[config.mk]
export PLATFORM = sky130hd
export DESIGN_NAME = music_tone_detect
export DESIGN_NICKNAME = d
export VERILOG_FILES = /design/src/rtl/music_pkg.sv /design/src/rtl/sound_sync.sv /design/src/rtl/music_tone_detect.sv
export SDC_FILE = /design/constraint.sdc
export NUM_CORES = 1
export LEC_CHECK = 0
export CAP_MARGIN = 15
export CORE_MARGIN = 4
export CORE_UTILIZATION = 55
export CTS_CLUSTER_SIZE = 14
export DETAILED_ROUTE_END_ITERATION = 10
export PLACE_DENSITY = 0.72
export SLEW_MARGIN = 20
export SYNTH_ARGS = -nofsm -noshare
export SYNTH_HDL_FRONTEND = slang
export SYNTH_SLANG_ARGS = --single-unit
[constraint.sdc]
create_clock -name clk -period 8 [get_ports clk]
set_input_delay 1.2 -clock clk [delete_from_list [all_inputs] [get_ports clk]]
set_output_delay 1.2 -clock clk [all_outputs]
set_load 0.02 [all_outputs]
[src/rtl/music_pkg.sv]
`default_nettype none
// ============================================================================
// Package : music_pkg
// Brief   : Shared note definitions for the tone generator and tone detector:
//           note frequency table (C4..D#6), sentinel index and the period
//           helper that both sides use to agree on tone timing.
// Rev     : 1.0  initial release
// ============================================================================
package music_pkg;

    localparam logic [5:0] NOTE_NONE = 6'd63;
    localparam int         NUM_NOTES = 28;

    // Equal-tempered frequencies rounded to whole Hz, index 0 = C4, 27 = D#6
    localparam int NOTE_HZ [NUM_NOTES] = '{
        262, 277, 294, 311, 330, 349, 370, 392, 415, 440, 466, 494,
        523, 554, 587, 622, 659, 698, 740, 784, 831, 880, 932, 988,
        1047, 1109, 1175, 1245
    };

    typedef enum logic [1:0] {
        ST_ARM     = 2'd0,
        ST_MEASURE = 2'd1,
        ST_SEARCH  = 2'd2,
        ST_DECIDE  = 2'd3
    } det_state_t;

    // Full square-wave period in clocks; the generator toggles after N+1
    // clocks per half period, with N = clk_hz / f.
    function automatic logic [19:0] expected_period(input int idx, input int clk_hz);
        return 20'(2 * (clk_hz / NOTE_HZ[idx] + 1));
    endfunction

endpackage
`default_nettype wire

[src/rtl/sound_sync.sv]
`default_nettype none
// ============================================================================
// Module  : sound_sync
// Brief   : Two-flop synchroniser for the asynchronous sound input followed
//           by a registered rising-edge pulse (three clocks of lag overall).
// Rev     : 1.0  initial release
// ============================================================================
module sound_sync (
    input  logic clk,
    input  logic rst,
    input  logic sound,
    output logic rise
);

    // [0],[1] form the synchroniser; [2] is the delayed copy for edge detect
    logic [2:0] sync_q;

    // Shift the input through the synchroniser and flag 0->1 transitions
    always_ff @(posedge clk or posedge rst) begin
        if (rst) begin
            sync_q <= 3'b000;
            rise   <= 1'b0;
        end else begin
            sync_q <= {sync_q[1:0], sound};
            rise   <= sync_q[1] & ~sync_q[2];
        end
    end

endmodule
`default_nettype wire

[src/rtl/music_tone_detect.sv]
`default_nettype none
// ============================================================================
// Module  : music_tone_detect
// Brief   : Measures the period of a square-wave tone and decodes it back to
//           the note index (0..27) that the tone generator would have used.
//           Reports NOTE_NONE (63) when the tone is absent or unrecognised.
// Rev     : 1.0  initial release
// ============================================================================
module music_tone_detect
    import music_pkg::*;
#(
    parameter int CLK_HZ      = 50_000_000,
    parameter int TIMEOUT_CYC = 800_000,
    parameter int STABLE_CNT  = 2,
    parameter int TOL_SHIFT   = 6
) (
    input  logic       clk,
    input  logic       rst,
    input  logic       sound,
    output logic [5:0] note,
    output logic       note_valid,
    output logic       note_change
);

    localparam int                STAB_W    = $clog2(STABLE_CNT + 1);
    localparam logic [STAB_W-1:0] STAB_MAX  = STAB_W'(STABLE_CNT);
    localparam logic [19:0]       TIMEOUT_V = 20'(TIMEOUT_CYC);
    localparam logic [4:0]        LAST_IDX  = 5'(NUM_NOTES - 1);

    logic rise;

    sound_sync u_sync (
        .clk   (clk),
        .rst   (rst),
        .sound (sound),
        .rise  (rise)
    );

    // Constant ROM of expected periods and match windows
    logic [19:0] rom_period [NUM_NOTES];
    logic [19:0] rom_tol    [NUM_NOTES];

    for (genvar i = 0; i < NUM_NOTES; i++) begin : g_rom
        localparam logic [19:0] P = expected_period(i, CLK_HZ);
        assign rom_period[i] = P;
        assign rom_tol[i]    = P >> TOL_SHIFT;
    end

    det_state_t        state, state_n;
    logic [19:0]       cnt;
    logic [19:0]       period, period_n;
    logic [4:0]        idx, idx_n;
    logic [5:0]        res, res_n;
    logic [5:0]        cand, cand_n;
    logic [STAB_W-1:0] stab, stab_n;
    logic [5:0]        note_n;
    logic              valid_n;
    logic              change_n;

    logic [19:0] ref_p;
    logic [19:0] diff;
    logic        hit;
    logic        timeout;

    // Free-running edge-to-edge counter, parked at the timeout value
    always_ff @(posedge clk or posedge rst) begin
        if (rst) begin
            cnt <= '0;
        end else if (rise) begin
            cnt <= '0;
        end else if (cnt != TIMEOUT_V) begin
            cnt <= cnt + 20'd1;
        end
    end

    // Table comparison for the entry currently under test
    always_comb begin
        ref_p   = rom_period[idx];
        diff    = (period >= ref_p) ? (period - ref_p) : (ref_p - period);
        hit     = (diff <= rom_tol[idx]);
        timeout = (cnt == TIMEOUT_V) && !rise;
    end

    // Next-state and output decode
    always_comb begin
        state_n  = state;
        period_n = period;
        idx_n    = idx;
        res_n    = res;
        cand_n   = cand;
        stab_n   = stab;
        note_n   = note;
        valid_n  = note_valid;
        change_n = 1'b0;

        case (state)
            ST_ARM: begin
                if (rise) begin
                    state_n = ST_MEASURE;
                end else if (timeout) begin
                    cand_n = NOTE_NONE;
                    stab_n = '0;
                    if (note != NOTE_NONE) begin
                        note_n   = NOTE_NONE;
                        valid_n  = 1'b0;
                        change_n = 1'b1;
                    end
                end
            end

            ST_MEASURE: begin
                if (rise) begin
                    // Counter holds edge distance minus one at this point
                    period_n = cnt + 20'd1;
                    idx_n    = '0;
                    state_n  = ST_SEARCH;
                end else if (timeout) begin
                    state_n = ST_ARM;
                    cand_n  = NOTE_NONE;
                    stab_n  = '0;
                    if (note != NOTE_NONE) begin
                        note_n   = NOTE_NONE;
                        valid_n  = 1'b0;
                        change_n = 1'b1;
                    end
                end
            end

            ST_SEARCH: begin
                if (hit) begin
                    res_n   = {1'b0, idx};
                    state_n = ST_DECIDE;
                end else if (idx == LAST_IDX) begin
                    res_n   = NOTE_NONE;
                    state_n = ST_DECIDE;
                end else begin
                    idx_n = idx + 5'd1;
                end
            end

            ST_DECIDE: begin
                if (res == cand) begin
                    stab_n = (stab == STAB_MAX) ? stab : stab + STAB_W'(1);
                end else begin
                    stab_n = STAB_W'(1);
                end
                cand_n = res;
                if ((stab_n >= STAB_MAX) && (res != note)) begin
                    note_n   = res;
                    valid_n  = (res != NOTE_NONE);
                    change_n = 1'b1;
                end
                state_n = ST_MEASURE;
            end

            default: begin
                state_n = ST_ARM;
            end
        endcase
    end

    // State and output registers
    always_ff @(posedge clk or posedge rst) begin
        if (rst) begin
            state       <= ST_ARM;
            period      <= '0;
            idx         <= '0;
            res         <= NOTE_NONE;
            cand        <= NOTE_NONE;
            stab        <= '0;
            note        <= NOTE_NONE;
            note_valid  <= 1'b0;
            note_change <= 1'b0;
        end else begin
            state       <= state_n;
            period      <= period_n;
            idx         <= idx_n;
            res         <= res_n;
            cand        <= cand_n;
            stab        <= stab_n;
            note        <= note_n;
            note_valid  <= valid_n;
            note_change <= change_n;
        end
    end

endmodule
`default_nettype wire
==> reports/summary.txt <==
WP data arrival - 7.65 ns
Skew-Pair Late Insertion Delay - 0.34 ns
leading cell types in the layout, fill and taps excluded - nand2_1, nor2_1, ha_1, o21ai_0
synth unique cells - 73
Worst slew margin - 0.402
internal power - 897 uW
Cell Area, Placed - 6790 um2
worst reg2reg path depth - 25
number of setup violations in the final report - 0
final period utilization - 0.924
combinational group share of total power - 0.390
post-route ant nets - 0
Hold EP - u_sync.sync_q[1]
Sum Neg Setup Slack - 0 ns
Post-synth EDFFs - 0
post-CTS sizing - 0
worst hold slack - 0.362 ns
crit-path most repeated cell - ha_1
DRC - 0
WS Path Type - reg2reg
sw frac - 0.371
num ports - 11
GP Congestion - 1.03
Worst Hold Path Cells - 0
CTS tree - yes
number of global-route vias before repair - 5758
final hold viol count - 0
synth warn - 0
core region area - 11600 um2
Crit path max-delay family - compound AO/OA/AOI/OAI gates
total CTS buffers - 9
RR Endpoint - res[0]
global-route wire length before repair - 30100 um
Die Width - 118 um
Post-Syn Area - 6650 um2
Final Slew Violations - 0
most common flop cell mapped by yosys - dfrtp_1
cell area after layout - 7110 um2
Tightest Pin Transition - 0.896 ns
CP bufs+invs - 2
sequential share of the synthesized area - 0.278
worst path required time - 8.26 ns
max_cap viols - 0
Post-Route WL - 18400 um
critical path's slowest cell - dfrtp_1
clock network fraction of total power - 0.284
post-DR wirelength/cell - 19.0 um
GRT overflow - 0
clk slew on worst S/H paths - 0.05 ns
post-DR vias/cell - 6.38
Synth Register Bits - 73
CP peak stage delay - 0.63 ns
Mean Syn Cell Area - 7.96 um2
H-tree Lvls - 3
largest net degree at the start of global routing - 74
Hold Crit Class - reg2reg
DP HPWL - 14200 um
RSZ-0062 raised after global routing - no
ANT cells - 0
clk_skew - 0.00730 ns
cells after synthesis - 835
Leak - 3.02 nW
Fmax - 135 MHz
net count after synthesis - 911
clock tree buffer depth - 2
nets@finish - 897
worst r2r src - idx[1]
setup bufs post-CTS - 0
CTS Hold Bufs - 0
CP max FO - 17
GRT Total Usage - 0.264
Core Rows - 39
status - finished clean
die area - 13900 um2
Crit. End Element - register
clk root buf - clkbuf_16
startpoint types - register
slack of the worst reg-to-reg path - 0.61 ns
Initial Util - 0.573
commonest non-fill, non-tap cell in the layout - nand2_1
antenna violations before repair - 0
crit path time final - 7.39 ns
Die Y - 118 um
CTS sink cnt - 73
hold_sp - u_sync.sync_q[0]
Detailed Route Iter0 Violations - 735
ratio of total power to cell area - 201 nW/um2
fraction of registers with async set/reset - 1.00
Initial DRT Pass Iterations - 5
fill count - 1031
Max IR drop VDD - 0.188 mV
Vias - 6180
Area Growth Syn to Fin - 6.94%
layout cell share with drive strength beyond 1 - 0.0642
Switch Pwr - 528 uW
port bufs - 10
part of the power in registers - 0.326
==> metal layers <==
metal | vias up | share of wire | track usage
li1 | 2885 | - | -
met1 | 2967 | 0.45 | 0.377
met2 | 292 | 0.45 | 0.417
met3 | 36 | 0.075 | 0.0384
met4 | 0 | 0.021 | 0.0755
met5 | - | 0 | 0
==> state kept, by name, summed over array words and instances, names as in the netlist <==
| register | cells |
|---|---|
| cand | 6 |
| cnt | 20 |
| idx | 5 |
| note | 6 |
| note_change | 1 |
| note_valid | 1 |
| period | 20 |
| res | 6 |
| stab | 2 |
| state | 2 |
| u_sync.rise | 1 |
| u_sync.sync_q | 3 |
==> worst reg2reg max path: stages, from the launching register on <==
cell and delay (ns):
dfrtp_1 0.63, inv_1 0.24, ha_1 0.49, and2_1 0.27, o311ai_0 0.26, o21ai_0 0.26, ha_1 0.53, and4_1 0.31
nand4_1 0.13, o41a_1 0.49, a31oi_4 0.42, buf_4 0.33, a211oi_1 0.09, a21oi_1 0.18, xor2_1 0.19, ha_1 0.28
a21oi_1 0.16, o21a_1 0.13, o21ai_0 0.07, nor3_1 0.30, o21ai_1 0.12, or4_1 0.52, nor3_1 0.24, o21ai_2 0.13
or2_0 0.33, o22a_1 0.25
==> logic make-up (layout without fill, tap and decap cells) <==
| group | after synthesis | count (layout) | synth area share |
|---|---|---|---|
| adders and majority gates | 73 | 73 | 0.140 |
| buffers and inverters | 103 | 94 | 0.0625 |
| DFF | 73 | 73 | 0.278 |
| and+or+nand+nor | 285 | 285 | 0.201 |
| xor gates and xnor gates | 50 | 50 | 0.0659 |
| muxes | 18 | 18 | 0.0277 |
| AOI/OAI and AO/OA | 233 | 233 | 0.225 |
==> cell usage after synthesis (all sizes together) (8+ instances only) <==
| cell | instances | area (um2) |
|---|---|---|
| xnor2 | 27 | 236 |
| o21ai | 77 | 389 |
| inv | 60 | 225 |
| o22a | 12 | 105 |
| nand3 | 18 | 90.1 |
| a21o | 9 | 67.6 |
| clkbuf | 24 | 92.6 |
| nand2 | 93 | 349 |
| dfstp | 18 | 473 |
| nand2b | 8 | 50.1 |
| xor2 | 23 | 201 |
| o21a | 9 | 67.6 |
| ha | 71 | 888 |
| nor3 | 17 | 85.1 |
| nand4 | 9 | 56.3 |
| or3 | 9 | 56.3 |
| nor2b | 19 | 119 |
| o211ai | 9 | 72.6 |
| and3 | 8 | 50.1 |
| dfrtp | 55 | 1380 |
| nor2 | 80 | 300 |
| a21oi | 61 | 313 |
| buf | 18 | 93.8 |
| mux2i | 15 | 150 |
==> power groups by stage <==
stage	logic [mW]	registers, mW	clock network [mW]
finish	0.556	0.465	0.405
global route	0.619	0.471	0.425
CTS	0.545	0.464	0.412
detailed placement	0.539	0.470	0
global placement	0.533	0.468	0
floorplan	0.427	0.456	0
==> metrics by stage <==
| step | power, mW | utilization | setup slack [ns] | cells |
|---|---|---|---|---|
| floorplan | 0.883 | - | 1.42 | 835 |
| detailed placement | 1.01 | 0.585 | 0.768 | 953 |
| global placement | 1.00 | 0.585 | 0.976 | 953 |
| finish | 1.43 | 0.612 | 0.608 | 969 |
| CTS | 1.42 | 0.612 | 0.716 | 969 |
| global route | 1.52 | 0.612 | 0.0318 | 969 |
==> cell type report <==
| cell class | count | area, um2 | area share |
|---|---|---|---|
| clock buffers | 15 | 309 | 0.0435 |
| inverters | 61 | 229 | 0.0322 |
| multi-input cells | 659 | 4390 | 0.617 |
| flip-flops and latches | 73 | 1850 | 0.260 |
| well taps | 143 | 179 | 0.0252 |
| repair buffers | 17 | 153 | 0.0215 |
| clock inverters | 1 | 5.00 | 0.000704 |
==> how the worst max path moves through the flow <==
stage	to	cells after the start	from	slack [ns]
2_1_floorplan	res[0]	31	idx[1]	1.42
3_3_place_gp	res[2]	25	idx[1]	0.98
3_5_place_dp	res[0]	25	idx[1]	0.77
4_1_cts	res[3]	25	idx[1]	0.72
5_1_grt	res[4]	28	idx[1]	0.03
6_report	res[0]	25	idx[1]	0.61
Note: power is estimated with default switching activity, not from simulation.
